File: config.mk
export PLATFORM = sky130hd
export DESIGN_NAME = span_cme_loader
export DESIGN_NICKNAME = d
export VERILOG_FILES = /design/src/rtl/span_cme_pkg.sv /design/src/rtl/span_cme_img_ram.sv /design/src/rtl/span_cme_loader.sv
export SDC_FILE = /design/constraint.sdc
export NUM_CORES = 1
export LEC_CHECK = 0
export ABC_AREA = 1
export CAP_MARGIN = 5
export CORE_AREA = 2 2 164 230
export DETAILED_ROUTE_END_ITERATION = 16
export DIE_AREA = 0 0 166 232
export PLACE_DENSITY = 0.82
export SYNTH_ARGS = -nofsm -noshare
export SYNTH_HDL_FRONTEND = slang
export SYNTH_SLANG_ARGS = --single-unit
File: constraint.sdc
create_clock -name clk -period 3.3 [get_ports clk]
set_input_delay 0.66 -clock clk [delete_from_list [all_inputs] [get_ports clk]]
set_output_delay 0.66 -clock clk [all_outputs]
set_load 0.02 [all_outputs]
File: src/rtl/span_cme_pkg.sv
// Shared types and constants for the SPAN CME loader: engine register map,
// bus word types and the loader state encoding.
package span_cme_pkg;

  typedef logic [4:0]  cme_offset_t;
  typedef logic [15:0] cme_word_t;

  // Engine register map (word offsets on the 5-bit register interface)
  localparam cme_offset_t OFF_PSR       = 5'd0;   // PriceScanRange
  localparam cme_offset_t OFF_POS0      = 5'd1;   // first position
  localparam cme_offset_t OFF_POS7      = 5'd8;   // last position, fires scanning risk
  localparam cme_offset_t OFF_MAT0      = 5'd9;   // first maturity
  localparam cme_offset_t OFF_TIER0     = 5'd17;  // first tier maximum
  localparam cme_offset_t OFF_SPREAD0   = 5'd20;  // first spread charge
  localparam cme_offset_t OFF_OUTRIGHT0 = 5'd26;  // first outright rate
  localparam cme_offset_t OFF_OUTRIGHT2 = 5'd28;  // last outright, fires intermonth spread
  localparam cme_offset_t OFF_REARM     = 5'd31;  // unmapped; a write clears engine start flags

  localparam int CME_NUM_REGS      = 29;
  localparam int CME_SETTLE_CYCLES = 16;

  typedef enum logic [2:0] {
    ST_IDLE    = 3'd0,
    ST_REARM   = 3'd1,
    ST_LOAD    = 3'd2,
    ST_SETTLE  = 3'd3,
    ST_READ    = 3'd4,
    ST_CAPTURE = 3'd5
  } loader_state_t;

endpackage

File: src/rtl/span_cme_img_ram.sv
// Portfolio image buffer: one write port from the host, one asynchronous
// read port addressed by the loader's burst counter. Contents are not reset.
module span_cme_img_ram
  import span_cme_pkg::*;
#(
  parameter int DEPTH = CME_NUM_REGS
) (
  input  logic        clk,
  input  logic        we,
  input  cme_offset_t waddr,
  input  cme_word_t   wdata,
  input  cme_offset_t raddr,
  output cme_word_t   rdata
);

  cme_word_t mem [DEPTH];

  // Host write; the caller only asserts we for in-range addresses
  always_ff @(posedge clk) begin
    if (we) begin
      mem[waddr] <= wdata;
    end
  end

  // Out-of-range reads return 0 so the read port never indexes past the array
  assign rdata = (raddr < cme_offset_t'(DEPTH)) ? mem[raddr] : '0;

endmodule

File: src/rtl/span_cme_loader.sv
// Memory-mapped initiator for the SPAN CME margin engine: buffers a portfolio
// image, then on start re-arms the engine, bursts the image out in ascending
// offset order, waits for the computation to settle and reads back the margin.
module span_cme_loader
  import span_cme_pkg::*;
#(
  parameter int          NUM_REGS      = CME_NUM_REGS,
  parameter int          SETTLE_CYCLES = CME_SETTLE_CYCLES,
  parameter cme_offset_t REARM_OFFSET  = OFF_REARM
) (
  input  logic        clk,
  input  logic        reset,
  input  logic        img_we,
  input  logic [4:0]  img_addr,
  input  logic [15:0] img_wdata,
  input  logic        start,
  output logic        busy,
  output logic        done,
  output logic [15:0] margin,
  output logic        cme_chipselect,
  output logic        cme_write,
  output logic        cme_read,
  output logic [4:0]  cme_offset,
  output logic [15:0] cme_writeData,
  input  logic [15:0] cme_readData
);

  localparam cme_offset_t LAST_IDX    = cme_offset_t'(NUM_REGS - 1);
  localparam logic [7:0]  SETTLE_LOAD = 8'(SETTLE_CYCLES - 1);

  loader_state_t state_reg, state_next;
  cme_offset_t   index_reg, index_next;
  logic [7:0]    settle_reg, settle_next;
  logic          busy_reg, busy_next;
  logic          done_reg, done_next;
  logic          cs_reg, cs_next;
  logic          wr_reg, wr_next;
  logic          rd_reg, rd_next;
  cme_offset_t   offset_reg, offset_next;
  cme_word_t     wdata_reg, wdata_next;
  cme_word_t     margin_reg;

  logic          ram_we;
  cme_offset_t   ram_raddr;
  cme_word_t     ram_rdata;

  // The host may only touch the image while idle; out-of-range words are dropped
  assign ram_we = img_we && (state_reg == ST_IDLE) && (img_addr <= LAST_IDX);

  // Read address is the word to be driven on the next cycle: word 0 when
  // leaving REARM, otherwise the successor of the word now on the bus
  assign ram_raddr = (state_reg == ST_LOAD) ? (index_reg + 5'd1) : '0;

  span_cme_img_ram #(
    .DEPTH (NUM_REGS)
  ) u_img_ram (
    .clk   (clk),
    .we    (ram_we),
    .waddr (img_addr),
    .wdata (img_wdata),
    .raddr (ram_raddr),
    .rdata (ram_rdata)
  );

  // Next-state and next-output logic; outputs are computed for the state being
  // entered so that every bus signal leaves the block straight from a flop
  always_comb begin
    state_next  = state_reg;
    index_next  = index_reg;
    settle_next = settle_reg;
    busy_next   = busy_reg;
    done_next   = 1'b0;
    cs_next     = 1'b0;
    wr_next     = 1'b0;
    rd_next     = 1'b0;
    offset_next = offset_reg;
    wdata_next  = wdata_reg;

    unique case (state_reg)
      ST_IDLE: begin
        if (start) begin
          state_next  = ST_REARM;
          busy_next   = 1'b1;
          index_next  = '0;
          cs_next     = 1'b1;
          wr_next     = 1'b1;
          offset_next = REARM_OFFSET;
          wdata_next  = '0;
        end
      end
      ST_REARM: begin
        state_next  = ST_LOAD;
        index_next  = '0;
        cs_next     = 1'b1;
        wr_next     = 1'b1;
        offset_next = '0;
        wdata_next  = ram_rdata;
      end
      ST_LOAD: begin
        if (index_reg == LAST_IDX) begin
          state_next  = ST_SETTLE;
          settle_next = SETTLE_LOAD;
        end else begin
          index_next  = index_reg + 5'd1;
          cs_next     = 1'b1;
          wr_next     = 1'b1;
          offset_next = index_reg + 5'd1;
          wdata_next  = ram_rdata;
        end
      end
      ST_SETTLE: begin
        if (settle_reg == 8'd0) begin
          state_next  = ST_READ;
          cs_next     = 1'b1;
          rd_next     = 1'b1;
          offset_next = OFF_PSR;
        end else begin
          settle_next = settle_reg - 8'd1;
        end
      end
      ST_READ: begin
        state_next = ST_CAPTURE;
        done_next  = 1'b1;
        busy_next  = 1'b0;
      end
      ST_CAPTURE: begin
        state_next = ST_IDLE;
      end
      default: begin
        state_next = ST_IDLE;
      end
    endcase
  end

  // State, counters and registered interface outputs; reset releases the bus at once
  always_ff @(posedge clk or negedge reset) begin
    if (!reset) begin
      state_reg  <= ST_IDLE;
      index_reg  <= '0;
      settle_reg <= '0;
      busy_reg   <= 1'b0;
      done_reg   <= 1'b0;
      cs_reg     <= 1'b0;
      wr_reg     <= 1'b0;
      rd_reg     <= 1'b0;
      offset_reg <= '0;
      wdata_reg  <= '0;
    end else begin
      state_reg  <= state_next;
      index_reg  <= index_next;
      settle_reg <= settle_next;
      busy_reg   <= busy_next;
      done_reg   <= done_next;
      cs_reg     <= cs_next;
      wr_reg     <= wr_next;
      rd_reg     <= rd_next;
      offset_reg <= offset_next;
      wdata_reg  <= wdata_next;
    end
  end

  // Margin holding register, loaded with the engine's answer during the done cycle
  always_ff @(posedge clk or negedge reset) begin
    if (!reset) begin
      margin_reg <= '0;
    end else if (done_reg) begin
      margin_reg <= cme_readData;
    end
  end

  // The engine's readback only becomes available in the done cycle, so the
  // margin is forwarded from the bus then and served from the holding register after
  assign margin         = done_reg ? cme_readData : margin_reg;
  assign busy           = busy_reg;
  assign done           = done_reg;
  assign cme_chipselect = cs_reg;
  assign cme_write      = wr_reg;
  assign cme_read       = rd_reg;
  assign cme_offset     = offset_reg;
  assign cme_writeData  = wdata_reg;

endmodule

Yosys cells after proc, flatten, opt, wreduce, memory -nomap -nowiden
Memory sizes are Yosys's and may differ from the RTL's.
Cells that the tools add are included.
{ "classes": {"n_addsub": 2, "eq_ne": 10, "mux": 30, "n_reduce_logical": 13, "n_lt_le_gt_ge": 2} }
{ "op_table": {"columns": ["cell", "n"], "rows": [
  ["$mux 16", 4],
  ["$pmux 16 s3", 1],
  ["$mux 5", 5],
  ["$pmux 5 s4", 1],
  ["$mux 8", 2],
  ["$pmux 8 s2", 1],
  ["$pmux 3 s5", 1],
  ["$pmux 5 s3", 1],
  ["$mux 3", 3],
  ["$reduce_and 3->1", 3],
  ["$logic_not 8->1", 1],
  ["$mux 1", 8],
  ["$ne 2x2->1 const B", 4],
  ["$sub 8x1->8 const B", 1],
  ["$eq 3x2->1 const B", 2],
  ["$add 5x1->5 const B", 1],
  ["$eq 5x5->1 const B", 1],
  ["$le 5x5->1 const B", 1],
  ["$lt 5x5->1 const B", 1],
  ["$pmux 1 s4", 1],
  ["$reduce_and 4->1", 1],
  ["$reduce_bool 2->1", 2],
  ["$reduce_bool 4->1", 1],
  ["$eq 3x1->1 const B", 1],
  ["other kinds (8)", 9]
]} }
{ "word_totals": {"out_inout_bits": 42, "mem_bits_rw": 464, "regBits": 58, "mem_count": 1, "word_cells": 69} }
{ "mem_list": {"columns": ["memory", "depth", "width", "rd", "rd_clocked_by_memory_dff", "write_ports", "line", "rtl"], "rows": [
  ["u_img_ram.mem", 29, 16, 1, 0, 1, "span_cme_img_ram.sv:16", "cme_word_t mem [DEPTH];"]
]} }

Depth between registers and ports, before layout
{ "logic_depth": {"ltp_word": 6, "ltp_mapped": 17, "mapped_depth_nobuf": 14} }

Hierarchy
A second synthesis with hierarchy kept.
{ "unflattened": {"hier_cells": 2230, "hier_area_um2": 22838.2} }
{ "modules_own_cells": {"columns": ["mod", "instances", "area_per_inst_um2", "cells_per_inst"], "rows": [
  ["span_cme_img_ram", 1, 20068.0, 1943],
  ["span_cme_loader", 1, 2770.2, 287]
]} }

Worst setup path before layout
OpenSTA, ideal clock, no wires.
{ "synth_timing": {"path_kind": "input port to flip-flop", "start": "input port img_addr[3]", "end": "memory u_img_ram.mem[10][0] (netlist bit), enable pin", "slack_ns": 0.865, "cell_stages": 7, "t_arrival_ns": 2.046, "n_path_buf": 0, "path_cell_list": "inv_1 -> nor3_1 -> inv_1 -> o21ai_0 -> nor2_1 -> nand3_1 -> nor2_1"} }
{ "synth_between": {"elab_chain_len": 4} }
{ "synth_rtl": {"columns": ["element", "line", "rtl"], "rows": [
  ["from (decl)", "span_cme_loader.sv:14", "input logic [4:0] img_addr,"],
  ["$le 5x5->1", "span_cme_loader.sv:48", "assign ram_we = img_we && (state_reg == ST_IDLE) && (img_addr <= LAST_IDX);"],
  ["$logic_and 1x1->1", "span_cme_loader.sv:48", null],
  ["$mux 1", "span_cme_img_ram.sv:20", "if (we) begin"],
  ["$mux 1 (not written as such)", "span_cme_img_ram.sv:21", "mem[waddr] <= wdata;"],
  ["to (decl)", "span_cme_img_ram.sv:16", null]
]} }
Parallel ways exist; a longest one is shown, timed or not.

Worst setup path in the final report
{ "layout_timing": {"start": "register done_reg (netlist: done)", "end": "output port margin[5]"} }
{ "layout_between": {"elab_chain_len": 1} }
{ "layout_rtl": {"columns": ["element", "line", "rtl"], "rows": [
  ["from (decl)", "span_cme_loader.sv:35", "logic done_reg, done_next;"],
  ["from (signal assigned)", "span_cme_loader.sv:153", "done_reg <= done_next;"],
  ["$mux 16", null, null],
  ["to (decl)", "span_cme_loader.sv:19", "output logic [15:0] margin,"]
]} }
Every way passes these cells.

==> flow_summary.json <==
{
  "drc": 0,
  "core_mm2": 0.0365,
  "antenna_found_initial": 0,
  "skew_ps": 11.5,
  "maxCapViolCount": 0,
  "period_needed_ps": 3040,
  "endpoint_kind": "output pin",
  "grt_pass1_wl_mm": 87.2,
  "area_delta_synth_final_pct": 12.5,
  "grt_use_total": 0.294,
  "clock-root-buffer": "clkbuf_16",
  "rsz0062_at_grt": "no",
  "instances_no_fill": 2505,
  "required_ps": 2640,
  "synth.top_cell.area_share": 0.636,
  "routed_wl_mm": 56.3,
  "grt_overflow": 0,
  "clock-sinks": 522,
  "cts.htree.levels": 2,
  "power.leakage_uw": 0.00945,
  "stdcell_area_mm2": 0.0247,
  "n_antenna_cell": 0,
  "path_clk_slew_ps": 70,
  "numCtsBuffers": 45,
  "crit_arrival_ps": 2380,
  "cp_max_fo": 17,
  "syn-mean-instance-area_um2": 11.4,
  "setup_violations": 0,
  "crit_type": "flop to output pin",
  "vias": 15800,
  "layout-drive-gt1-share": 0.0829,
  "ys_ff_latch": 522,
  "dpl_cell_area_mm2": 0.0233,
  "worst_pin_slew_ps": 1050,
  "setup_tns_ps": 0,
  "cts_max_path_buffers": 3,
  "start_kind": "flop",
  "grt_max_degree": 105,
  "fin_util": 0.676,
  "portBuffers": 82,
  "core.rowCount": 83,
  "netlist_area_mm2": 0.0219,
  "start_util": 0.601,
  "ios": 83,
  "layout_commonest_cell": "nand2_1",
  "post-dp-hpwl_mm": 33.4,
  "dp_cells": 2428,
  "final_nets": 2053,
  "vdd_drop_max_v": 0.00129,
  "clk_latency_ps": 560,
  "first_iter_violations": 2035,
  "syn_nets": 1974,
  "final_hold_viol_count": 0,
  "run_status": "finished clean",
  "final_cell_mix": "nand2_1, edfxtp_1, nand3_1",
  "postCtsSetupRepairBufs": 0,
  "max_slew_margin": 0.298,
  "fin_crit_sh": 0.921,
  "gp_congestion": 0.907,
  "ctsResizeCount": 0,
  "yosysTopAreaCell": "edfxtp_1",
  "die-width_um": 166,
  "synth_cell_type_count": 36,
  "yosysSeqAreaShare": 0.702,
  "largest_reg_flops": 464,
  "slew_violations": 0,
  "viasPerCell": 6.29,
  "wire_per_inst_um": 22.5,
  "fmax_ghz": 0.329,
  "die_h_um": 232,
  "p_per_area_mw_per_mm2": 784,
  "dieArea_mm2": 0.0385,
  "drtPass1Iterations": 10,
  "yosys_warnings": 0,
  "grt_pass1_vias": 15500,
  "drtAntennaViolNets": 0,
  "synthCells": 1929,
  "synthTopCellsByArea": "edfxtp_1, nand2_1, nand3_1, dfrtp_1, nand4_1",
  "hp-class": "primary input to async pin",
  "cts_tree": "built",
  "cts_hold_buf": 0
}
[cells by family after synthesis]
group / Yosys count / synth area share
AOI/OAI and AO/OA: 42 / 0.0111
and+or+nand+nor: 1135 / 0.231
DFF: 522 / 0.702
adders and majority gates: 4 / 0.00228
muxes: 16 / 0.00822
buffers and inverters: 204 / 0.0424
xor gates and xnor gates: 6 / 0.00240
[worst max-delay path: stages, from the launching register on]
cell and delay [ps]:
dfrtp_1 800, mux2_2 430, clkdlybuf4s50_1 580
[stage by stage]
| stage | power [µW] | hold WS [ps] | worst slack (ps) |
|---|---|---|---|
| floorplan | 12300 | 364 | 865 |
| global placement | 14100 | 462 | 504 |
| detailed placement | 14400 | 458 | 392 |
| CTS | 19200 | 53.3 | 222 |
| global route | 20200 | 73.5 | 196 |
| finish | 19300 | 70.3 | 260 |
[cells in the mapped netlist]
cell type / number
clkbuf_1: 48
o21ai_0: 14
nor4_1: 1
mux2_2: 16
nor2_1: 115
buf_2: 54
nor2_4: 1
a21oi_2: 1
a22oi_1: 1
clkinv_2: 1
a21oi_1: 17
edfxtp_1: 464
or2_2: 1
buf_4: 5
buf_1: 9
nand2_1: 536
nand2_4: 1
clkinv_1: 1
inv_2: 2
buf_6: 10
nor2_8: 1
nand3_2: 1
xor2_1: 5
o211ai_1: 1
xnor2_1: 1
ha_1: 4
nand4_1: 129
nor2_2: 2
a21oi_4: 1
inv_1: 74
nand2_2: 2
o41ai_1: 2
dfrtp_1: 58
a31oi_1: 5
nor3_1: 16
nand3_1: 329
[metal layers]
layer  up-vias  share of wire  GRT usage
met4         0          0.043      0.137
met2      1152           0.51      0.512
met5         -              0          0
met3       188           0.11     0.0528
met1      7478           0.34      0.358
li1       6948              -          -
[final timing paths]
path                                          startpoint                           end  slack, ps  depth (start not counted)
worst max register to register  index_reg[0]$_DFFE_PN0P_  cme_writeData[2]$_DFFE_PN0P_        440                         15
max in group asynchronous                          reset      state_reg[1]$_DFFE_PN0P_       2260                          2
worst max-delay path                      done$_DFF_PN0_                     margin[5]        260                          2
worst min register to register          busy$_DFFE_PN0P_              busy$_DFFE_PN0P_        470                          2
worst min-delay path                               reset       margin_reg[1]$_DFF_PN0_         70                          1
min in group clk                        busy$_DFFE_PN0P_              busy$_DFFE_PN0P_        470                          2
[where the power goes]
part / total, µW / internal, µW / switching [µW] / leakage, µW
Clock: 4930 / 2680 / 2250 / 0.000646
Combinational: 6600 / 1980 / 4610 / 0.00393
Sequential: 7810 / 7550 / 255 / 0.00488
[area by class of cell]
| type | count | area [µm²] |
|---|---|---|
| Sequential cell | 522 | 15400 |
| Fill cell | 2398 | 11800 |
| Multi-Input combinational cell | 1203 | 5630 |
| Timing Repair Buffer | 158 | 1420 |
| Clock buffer | 56 | 1180 |
| Tap cell | 467 | 584 |
| Inverter | 78 | 299 |
| Clock inverter | 21 | 155 |
Power figures use the tool's default switching activity.
